File: src/rtl/apb_master.sv
// apb_master: single-outstanding APB master with bounded wait-for-ready timeout
// Ports: clk/reset (sync, active-low); req_* command in with req_ready handshake;
//        resp_valid/resp_error/resp_rdata completion pulse; sel/enable/write/addr/
//        wdata/waits toward the slave; ready/rdata back from the slave.
module apb_master #(
  parameter int ADDR_W  = 8,
  parameter int DATA_W  = 8,
  parameter int TIMEOUT = 64
) (
  input  logic              clk,
  input  logic              reset,
  input  logic              req_valid,
  output logic              req_ready,
  input  logic              req_write,
  input  logic [ADDR_W-1:0] req_addr,
  input  logic [DATA_W-1:0] req_wdata,
  input  logic [7:0]        req_waits,
  output logic              resp_valid,
  output logic              resp_error,
  output logic [DATA_W-1:0] resp_rdata,
  output logic              sel,
  output logic              enable,
  output logic              write,
  output logic [ADDR_W-1:0] addr,
  output logic [DATA_W-1:0] wdata,
  output logic [7:0]        waits,
  input  logic              ready,
  input  logic [DATA_W-1:0] rdata
);
  typedef enum logic [1:0] {IDLE, SETUP, ACCESS} state_t;
  state_t state_q, state_d;
  logic req_ready_q, req_ready_d, sel_q, sel_d, enable_q, enable_d, write_q, write_d;
  logic resp_valid_q, resp_valid_d, resp_error_q, resp_error_d;
  logic [ADDR_W-1:0] addr_q, addr_d;
  logic [DATA_W-1:0] wdata_q, wdata_d, resp_rdata_q, resp_rdata_d;
  logic [7:0] waits_q, waits_d, cnt_q, cnt_d;
  always_comb begin
    state_d      = state_q;
    sel_d        = sel_q;
    enable_d     = enable_q;
    write_d      = write_q;
    addr_d       = addr_q;
    wdata_d      = wdata_q;
    waits_d      = waits_q;
    cnt_d        = cnt_q;
    resp_valid_d = 1'b0;
    resp_error_d = 1'b0;
    resp_rdata_d = resp_rdata_q;
    case (state_q)
      IDLE: if (req_valid && req_ready_q) begin
        write_d  = req_write;
        addr_d   = req_addr;
        wdata_d  = req_wdata;
        waits_d  = req_waits;
        sel_d    = 1'b1;
        enable_d = 1'b0;
        state_d  = SETUP;
      end
      SETUP: begin
        enable_d = 1'b1;
        cnt_d    = 8'd0;
        state_d  = ACCESS;
      end
      ACCESS: begin
        // ready is checked first so a coincident timeout still completes normally
        if (ready || cnt_q == 8'(TIMEOUT - 1)) begin
          resp_valid_d = 1'b1;
          resp_error_d = !ready;
          resp_rdata_d = !ready ? '0 : write_q ? resp_rdata_q : rdata;
          sel_d        = 1'b0;
          enable_d     = 1'b0;
          state_d      = IDLE;
        end else
          cnt_d = cnt_q + 8'd1;
      end
      default: state_d = IDLE;
    endcase
    req_ready_d = state_d == IDLE;
  end
  always_ff @(posedge clk) begin
    if (!reset) begin
      state_q      <= IDLE;
      req_ready_q  <= 1'b0;
      sel_q        <= 1'b0;
      enable_q     <= 1'b0;
      write_q      <= 1'b0;
      addr_q       <= '0;
      wdata_q      <= '0;
      waits_q      <= '0;
      cnt_q        <= '0;
      resp_valid_q <= 1'b0;
      resp_error_q <= 1'b0;
      resp_rdata_q <= '0;
    end else begin
      state_q      <= state_d;
      req_ready_q  <= req_ready_d;
      sel_q        <= sel_d;
      enable_q     <= enable_d;
      write_q      <= write_d;
      addr_q       <= addr_d;
      wdata_q      <= wdata_d;
      waits_q      <= waits_d;
      cnt_q        <= cnt_d;
      resp_valid_q <= resp_valid_d;
      resp_error_q <= resp_error_d;
      resp_rdata_q <= resp_rdata_d;
    end
  end
  assign req_ready  = req_ready_q;
  assign sel        = sel_q;
  assign enable     = enable_q;
  assign write      = write_q;
  assign addr       = addr_q;
  assign wdata      = wdata_q;
  assign waits      = waits_q;
  assign resp_valid = resp_valid_q;
  assign resp_error = resp_error_q;
  assign resp_rdata = resp_rdata_q;
endmodule

File: config.mk
export PLATFORM = sky130hd
export DESIGN_NAME = apb_master
export DESIGN_NICKNAME = d
export VERILOG_FILES = /design/src/rtl/apb_master.sv
export SDC_FILE = /design/constraint.sdc
export NUM_CORES = 1
export LEC_CHECK = 0
export CAP_MARGIN = 30
export CELL_PAD_IN_SITES_DETAIL_PLACEMENT = 0
export CELL_PAD_IN_SITES_GLOBAL_PLACEMENT = 2
export CORE_MARGIN = 2
export CORE_UTILIZATION = 26
export CTS_BUF_LIST = sky130_fd_sc_hd__clkbuf_4 sky130_fd_sc_hd__clkbuf_8
export CTS_CLUSTER_SIZE = 8
export DETAILED_ROUTE_END_ITERATION = 10
export HOLD_SLACK_MARGIN = 0.06
export MAX_ROUTING_LAYER = met4
export PLACE_DENSITY = 0.87
export RECOVER_POWER = 25
export SYNTH_ARGS = -nofsm -noshare
export SYNTH_HDL_FRONTEND = slang
export SYNTH_SLANG_ARGS = --single-unit
File: constraint.sdc
create_clock -name clk -period 4.6 [get_ports clk]
set_input_delay 1.38 -clock clk [delete_from_list [all_inputs] [get_ports clk]]
set_output_delay 1.38 -clock clk [all_outputs]
set_load 0.005 [all_outputs]
==> results of run 1 <==
[flip-flops by register name (all words and copies together) (netlist names), 2 cells and up]
signal	flops
waits	8
cnt_q	8
wdata	8
addr	8
state_q	2
resp_rdata	8
[layer usage]
| layer | vias to the layer above | global-route usage (%) | part of all wire [%] |
|---|---|---|---|
| li1 | 912 | - | - |
| met1 | 827 | 17.75 | 48 |
| met2 | 53 | 19.40 | 45 |
| met3 | 6 | 4.986 | 6.7 |
| met4 | 0 | 3.256 | 0.95 |
| met5 | - | - | 0 |
[worst max-delay path, delay by kind of cell]
family | cells | cell delay (ns)
buffers and inverters | 4 | 2.02
AO/OA/AOI/OAI | 1 | 0.13
[area by class of cell]
cell class                 instances  area, µm²  area share (%)
clock buffer                       8      97.59           3.450
inverter                           4      15.01          0.5307
multi-input combinational        157      848.3           29.99
sequential                        48      960.9           33.97
tap                               96      120.1           4.246
timing repair buffer              78      787.0           27.82
[how the worst min path moves through the flow]
stage,from,end,cells past startpoint
2_1_floorplan,addr[0],addr[0],2
3_3_place_gp,wdata[7],wdata[7],2
3_5_place_dp,waits[5],waits[5],2
4_1_cts,waits[5],waits[5],2
5_1_grt,waits[0],waits[0],2
6_report,waits[5],waits[5],2
[cells in the mapped netlist (2+ instances only)]
cell       n  area [µm²]
o21ai_0    4       20.02
o32a_1     2       20.02
dfxtp_1   48       960.9
nand2_1   61       229.0
buf_2      6       30.03
nand2b_1   3       18.77
a32o_1     8       80.08
inv_1      4       15.01
nor2b_1    3       18.77
nor3_1     4       20.02
and3_1     3       18.77
nand3_1    7       35.03
mux2_2     2       22.52
nor2_1     9       33.78
clkbuf_1   4       15.01
a21oi_1   31       155.2
[cells by family (layout without fill, tap and decap cells)]
logic type,after synthesis,after routing,share of synthesized area [%]
AOI/OAI and AO/OA,56,56,19.26
muxes,3,3,1.732
buffers and inverters,16,90,3.997
and+or+nand+nor,97,97,23.19
DFF,48,48,51.17
adders and majority gates,1,1,0.6661
[stage by stage]
stage | std cells | util, % | hold slack, ns
6_report | 391 | 40.96 | 0.4542
5_1_grt | 391 | 40.96 | 0.4785
4_1_cts | 391 | 41.01 | 0.4588
3_5_place_dp | 383 | 39.60 | 0.4459
3_3_place_gp | 382 | 39.20 | 0.4412
2_1_floorplan | 221 | - | 0.4527
[power groups by stage]
| stage | logic, mW | registers [mW] | clock network, mW |
|---|---|---|---|
| floorplan | 0.0403 | 0.449 | 0 |
| global placement | 0.111 | 0.451 | 0 |
| detailed placement | 0.115 | 0.451 | 0 |
| CTS | 0.116 | 0.441 | 0.282 |
| global route | 0.123 | 0.444 | 0.300 |
| finish | 0.112 | 0.441 | 0.268 |
==> results.json, run 1 <==
{
  "outcome": "finished, final reports clean",
  "rsz0062_at_grt": "no",
  "cp_max_fo": 21,
  "synth_seq_cells": 48,
  "fin_crit_ns": 3.321,
  "synthArstFlopShare_pct": 0,
  "dr.pass1.iters": 4,
  "avgSynthCellArea_um2": 8.498,
  "rows": 30,
  "postSynthCellCount": 221,
  "crit_path_end_kind": "flop",
  "grt_use_total_pct": 13.40,
  "wl_um": 5042,
  "fp.dieW_um": 88.99,
  "max_slew.worst_pin.slew_ns": 0.9205,
  "hp-class": "flop to flop",
  "antenna_found_initial": 0,
  "switching_share_pct": 23.11,
  "crit_chain": "dlygate4sd3_1, clkbuf_1, inv_1, buf_4, a21oi_1",
  "rr_endpoint": "addr[1]",
  "crit_slowest_cell": "clkbuf_1",
  "power_frac_seq_pct": 53.7,
  "num_antenna_cells": 0,
  "synth_cell_types": 38,
  "cp-endpoint": "addr[0]",
  "max-cap-violations": 0,
  "power.leakage_nw": 1.005,
  "cts_max_level": 2,
  "cts_buffer_depth": 2,
  "grt_pass1_vias": 1713,
  "synth_nets": 259,
  "fin_area_um2": 2829,
  "routed_via_density": 4.598,
  "max_freq_mhz": 301.1,
  "drv_slew": 0,
  "cts_tree": "built",
  "synth-main-ff-cell": "dfxtp_1",
  "nets": 332,
  "setup_tns_ns": 0,
  "setup.worst_path.class": "primary input to flop",
  "startpoint_type": "primary input",
  "syn_to_final_growth_pct": 50.63,
  "ys_warn_count": 0,
  "ir_worst_vdd_v": 0.0001256,
  "regToRegSetupSlack_ns": 2.81,
  "place_ws_ns": 1.548,
  "drt_iter0_drc": 63,
  "dr_total_vias": 1798,
  "grt_max_degree": 22,
  "postPlaceCellArea_um2": 2735,
  "final_cell_mix": "clkdlybuf4s50_1 (65), nand2_1 (61), dfxtp_1 (48)",
  "cts.reportedPaths.clkPinSlew_ns": 0.08,
  "power_switching_mw": 0.1897,
  "worstPathArrival_ns": 3.55,
  "drcViolationCount": 0,
  "postCtsSetupRepairBufs": 0,
  "post_cts_resized": 0,
  "worstSkewPairLatency_ns": 0.29,
  "io_buffers": 74,
  "finalHoldViolCount": 0,
  "reg2reg_from": "state_q[1]",
  "power.total_mw": 0.8210,
  "combPwrFrac_pct": 13.7,
  "grt_pass1_wl_um": 8114,
  "final_layout_size_suffix_gt1_share_pct": 5.085,
  "setup_violations": 0,
  "cts_buffers": 5,
  "power.density_nw_per_um2": 290.2,
  "start_util_pct": 27.19,
  "finClkSkew_ns": 0.001953,
  "die_h_um": 88.99,
  "slew_headroom_pct": 38.63,
  "fillers": 712,
  "hpwlAfterDp_um": 3548,
  "dieArea_um2": 7919,
  "ctsHoldBuffers": 0,
  "fp.coreArea_um2": 6907,
  "synth_edf_count": 0,
  "grt-ovfl-total": 0,
  "cts_root_buf": "clkbuf_8",
  "final_antenna_net_count": 0,
  "yosysSeqAreaShare_pct": 51.17,
  "ios": 75,
  "finalCritPeriodShare_pct": 72.20,
  "mostFrequentLayoutCell": "clkdlybuf4s50_1",
  "final.setup.worst_slack_ns": 1.279,
  "p_clk_share_pct": 32.6,
  "avgRoutedWirePerCell_um": 12.90,
  "r2r.worst_path.cells": 5,
  "critical_path_required_ns": 4.83,
  "intPower_mw": 0.6312,
  "synth_area_um2": 1878,
  "critPathMaxStageDelay_ns": 0.69,
  "startpoint": "reset",
  "numClockSinks": 48,
  "place_congestion": 0.8533
}
Power figures use the tool's default switching activity.
==> inputs of run 2 (changes only) <==
- CORE_UTILIZATION: 26 -> 25
- PLACE_DENSITY: 0.87 -> 0.84
- clock period: 4.6 -> 3.18 ns (I/O delays scaled with it)
==> run 2 against run 1 <==
Against the previous run: final area up 0.80%; first-iteration DRC count decreased by 54%; total power up 54%; clock skew grew 0.0051 ns; clock power rose by 76%; via count shrank 1.6%; worst hold slack got worse by 0.0023 ns; wire length fell by 1.6%; critical path depth is the same; register-to-register slack lost 1.4 ns; global-route usage is 0.81 points lower; combinational power rose by 40%; largest power group unchanged.
==> results.json, run 2 (synthesis gave the netlist of run 1 again) <==
{
  "outcome": "finished, final reports clean",
  "critPathMaxStageDelay_ns": 0.90,
  "finClkSkew_ns": 0.007071,
  "final_cells": 396,
  "cp_max_fo": 15,
  "start_util_pct": 25.89,
  "num_antenna_cells": 0,
  "ctsHoldBuffers": 0,
  "die_h_um": 90.67,
  "hp-class": "flop to flop",
  "routed_via_density": 4.467,
  "grt_use_total_pct": 12.58,
  "nets": 334,
  "hp-start": "waits[1]",
  "holdWs_ns": 0.4519,
  "final_cell_mix": "nand2_1 (61), clkdlybuf4s50_1 (58), dfxtp_1 (48)",
  "r2r.worst_path.cells": 4,
  "rr_endpoint": "cnt_q[2]",
  "final_layout_size_suffix_gt1_share_pct": 5.724,
  "grt-ovfl-total": 0,
  "crit_chain": "dlygate4sd3_1, clkbuf_1, nand2b_1, a21oi_1, a41o_1",
  "crit_slowest_cell": "dlygate4sd3_1",
  "power.density_nw_per_um2": 444.4,
  "cts.reportedPaths.clkPinSlew_ns": 0.09,
  "crit_path_end_kind": "flop",
  "grt_max_degree": 26,
  "drv_slew": 0,
  "power.leakage_nw": 1.039,
  "rsz0062_at_grt": "no",
  "finalHoldViolCount": 0,
  "io_buffers": 74,
  "final_antenna_net_count": 0,
  "dr_total_vias": 1769,
  "max-cap-violations": 0,
  "fin_crit_ns": 2.429,
  "setup_violations": 0,
  "drcViolationCount": 0,
  "min_to": "waits[1]",
  "syn_to_final_growth_pct": 51.83,
  "worstSkewPairLatency_ns": 0.31,
  "fp.dieW_um": 90.67,
  "grt_pass1_wl_um": 8162,
  "max_freq_mhz": 411.8,
  "cts_buffers": 5,
  "finalCritPeriodShare_pct": 76.37,
  "avgRoutedWirePerCell_um": 12.53,
  "place_ws_ns": 0.5782,
  "ir_worst_vdd_v": 0.0002360,
  "wl_um": 4961,
  "rows": 31,
  "cts_tree": "built",
  "max_slew.worst_pin.slew_ns": 0.6061,
  "cts_root_buf": "clkbuf_8",
  "ios": 75,
  "post_cts_resized": 0,
  "fillers": 769,
  "slew_headroom_pct": 59.54,
  "critical_path_required_ns": 3.43,
  "dieArea_um2": 8221,
  "fp.coreArea_um2": 7253,
  "final_util_pct": 39.31,
  "setup.worst_path.class": "primary input to flop",
  "dr.pass1.iters": 4,
  "mostFrequentLayoutCell": "nand2_1",
  "reg2reg_from": "state_q[1]",
  "postCtsSetupRepairBufs": 0,
  "grt_pass1_vias": 1701,
  "antenna_found_initial": 0,
  "drt_iter0_drc": 29,
  "regToRegSetupSlack_ns": 1.41,
  "final.setup.worst_slack_ns": 0.7513,
  "hpwlAfterDp_um": 3546,
  "numClockSinks": 48,
  "setup_tns_ns": 0,
  "worstPathArrival_ns": 2.68,
  "cts_buffer_depth": 2,
  "place_inst": 388,
  "hold_depth": 2,
  "startpoint_type": "primary input",
  "place_congestion": 0.7667,
  "cts_max_level": 2
}
[run 2: worst max-delay path by stage]
stage	to	start	slack, ns	cells after the start
after floorplan	addr[5]	reset	1.27	5
after global placement	waits[6]	reset	0.59	4
after detailed placement	waits[2]	reset	0.58	4
after CTS	waits[5]	reset	0.91	4
after global routing	cnt_q[2]	reset	0.61	5
final	cnt_q[2]	reset	0.75	5
[run 2: layer usage]
layer  up-vias  share of wire, %  GRT usage, %
li1        925                 -             -
met1       795                50         16.10
met2        42                44         18.78
met3         7               5.2         4.341
met4         0               1.2         3.718
met5         -                 0             -
[run 2: per-stage QoR]
step	instance area (µm²)	total power, mW
floorplan	1878	0.7080
global placement	2734	0.8151
detailed placement	2734	0.8140
CTS	2855	1.289
global route	2851	1.325
finish	2851	1.267
[run 2: cell type report]
class,count,area [µm²],area share [%]
inverters,4,15.01,0.5265
clock buffers,6,82.58,2.896
flip-flops and latches,48,960.9,33.70
clock inverters,2,38.79,1.360
multi-input cells,157,848.3,29.75
well taps,99,123.9,4.344
repair buffers,80,782.0,27.42
[run 2: where the power goes]
part / switching, mW / total, mW / internal [mW]
Combinational: 0.0646 / 0.157 / 0.0925
Sequential: 0.0146 / 0.637 / 0.623
Clock: 0.215 / 0.473 / 0.257
[run 2: critical path: cells and delay by family]
family	cells	cell delay, ns
compound gates	2	0.26
buf+inv	2	1.27
simple gates	1	0.19
==> inputs of run 3 (changes only) <==
- CORE_UTILIZATION: 25 -> 22
- PLACE_DENSITY: 0.84 -> 0.79
- clock period: 3.18 -> 2.1 ns (I/O delays scaled with it)
==> run 3 against run 2 <==
Against the previous run: largest power group unchanged; global-route usage shrank 0.36 points; via count rose by 2.8%; combinational power increased by 64%; wire length grew 5.6%; first-iteration DRC count increased by 31%; cell count up 2.5%; count of clock-buffer cells in the layout unchanged; critical path depth up 1; final area up 0.48%; register-to-register slack worse by 1.0 ns.
==> results.json, run 3 (synthesis gave the netlist of run 1 again) <==
{
  "hp-class": "flop to flop",
  "cts.reportedPaths.clkPinSlew_ns": 0.09,
  "r2r.worst_path.cells": 5,
  "die_h_um": 96.40,
  "worstSkewPairLatency_ns": 0.29,
  "setup.worst_path.class": "primary input to flop",
  "cts_root_buf": "clkbuf_8",
  "grt-ovfl-total": 0,
  "cts_max_level": 2,
  "cp-endpoint": "wdata[3]",
  "power.total_mw": 1.756,
  "grt_pass1_vias": 1856,
  "critical_path_required_ns": 2.32,
  "area.sequential_um2": 960.9,
  "numClockSinks": 48,
  "startpoint_type": "primary input",
  "crit_path_end_kind": "flop",
  "finalHoldViolCount": 0,
  "nets": 339,
  "grt_pass1_wl_um": 8680,
  "drcViolationCount": 0,
  "power.density_nw_per_um2": 612.9,
  "routed_via_density": 4.480,
  "outcome": "finished, final reports clean",
  "rsz0062_at_grt": "no",
  "post_cts_resized": 0,
  "startpoint": "req_valid",
  "drv_slew": 0,
  "crit_slowest_cell": "dlygate4sd3_1",
  "place_inst": 399,
  "hpwlAfterDp_um": 3679,
  "grt_max_degree": 28,
  "cts_buffers": 5,
  "place_congestion": 0.7942,
  "cts_buffer_depth": 2,
  "rows": 33,
  "antenna_found_initial": 0,
  "fp.dieW_um": 96.40,
  "ios": 75,
  "final_cell_mix": "clkdlybuf4s50_1 (72), nand2_1 (61), dfxtp_1 (48)",
  "wl_um": 5240,
  "final_cells": 406,
  "max_freq_mhz": 523.4,
  "fin_crit_ns": 1.910,
  "finClkSkew_ns": 0.008740,
  "dr.pass1.iters": 4,
  "power.leakage_nw": 1.005,
  "syn_to_final_growth_pct": 52.57,
  "cpMostUsedCell": "nand2_1",
  "cts_tree": "built",
  "dr_total_vias": 1819,
  "rr_endpoint": "resp_rdata[4]",
  "regToRegSetupSlack_ns": 0.39,
  "io_buffers": 74,
  "max_slew.worst_pin.slew_ns": 0.5241,
  "start_util_pct": 22.74,
  "final_antenna_net_count": 0,
  "ir_worst_vdd_v": 0.0002841,
  "final_layout_size_suffix_gt1_share_pct": 6.645,
  "num_antenna_cells": 0,
  "crit_chain": "dlygate4sd3_1, nand2_1, nor3_1, clkbuf_2, nand2_1, a21oi_1",
  "ctsHoldBuffers": 0,
  "max-cap-violations": 0,
  "dieArea_um2": 9292,
  "worstPathArrival_ns": 2.13,
  "setup_tns_ns": 0,
  "mostFrequentLayoutCell": "clkdlybuf4s50_1",
  "critPathMaxStageDelay_ns": 0.55,
  "fp.coreArea_um2": 8258,
  "multi_input_area_um2": 837.1,
  "postCtsSetupRepairBufs": 0,
  "slew_headroom_pct": 64.83,
  "drt_iter0_drc": 38,
  "setup_violations": 0,
  "avgRoutedWirePerCell_um": 12.91,
  "fillers": 905,
  "cp_max_fo": 9,
  "finalCritPeriodShare_pct": 90.97,
  "grt_use_total_pct": 12.22,
  "reg2reg_from": "cnt_q[0]"
}
## run 3: area by class of cell
class	count	area share [%]
Sequential cell	48	33.54
Clock buffer	6	2.664
Timing Repair Buffer	85	29.30
Tap cell	105	4.585
Inverter	4	0.5240
Clock inverter	1	0.1747
Multi-Input combinational cell	157	29.21
## run 3: per-layer routing
layer  global-route usage (%)  routed length (µm)
met5                        -                   0
met4                    2.465                   0
met3                    3.258                 373
met2                    19.79                2426
met1                    15.45                2439
## run 3: critical path, delay by kind of cell
| family | cells | cell delay, ns |
|---|---|---|
| and+or+nand+nor | 3 | 0.54 |
| AOI/OAI and AO/OA | 1 | 0.12 |
| buffers and inverters | 2 | 0.85 |
## run 3: how the worst min path moves through the flow
stage	startpoint	end	slack [ns]	cells past startpoint
finish	waits[6]	waits[6]	0.46	2
global route	addr[6]	addr[6]	0.48	2
CTS	waits[6]	waits[6]	0.46	2
detailed placement	addr[3]	addr[3]	0.45	2
global placement	wdata[0]	wdata[0]	0.44	2
floorplan	addr[0]	addr[0]	0.45	2
## run 3: stage by stage
stage / area, µm² / worst slack [ns] / utilization (%) / hold slack, ns
detailed placement: 2816 / -0.09462 / 34.11 / 0.4478
CTS: 2898 / 0.2089 / 35.09 / 0.4601
floorplan: 1878 / 0.5188 / - / 0.4527
finish: 2865 / 0.1896 / 34.70 / 0.4553
global route: 2865 / 0.03509 / 34.70 / 0.4771
global placement: 2816 / -0.06187 / 34.11 / 0.4413
## run 3: where the power goes
part           switching (mW)  internal (mW)
clock                   0.295          0.240
combinational           0.104          0.153
sequential             0.0211          0.943
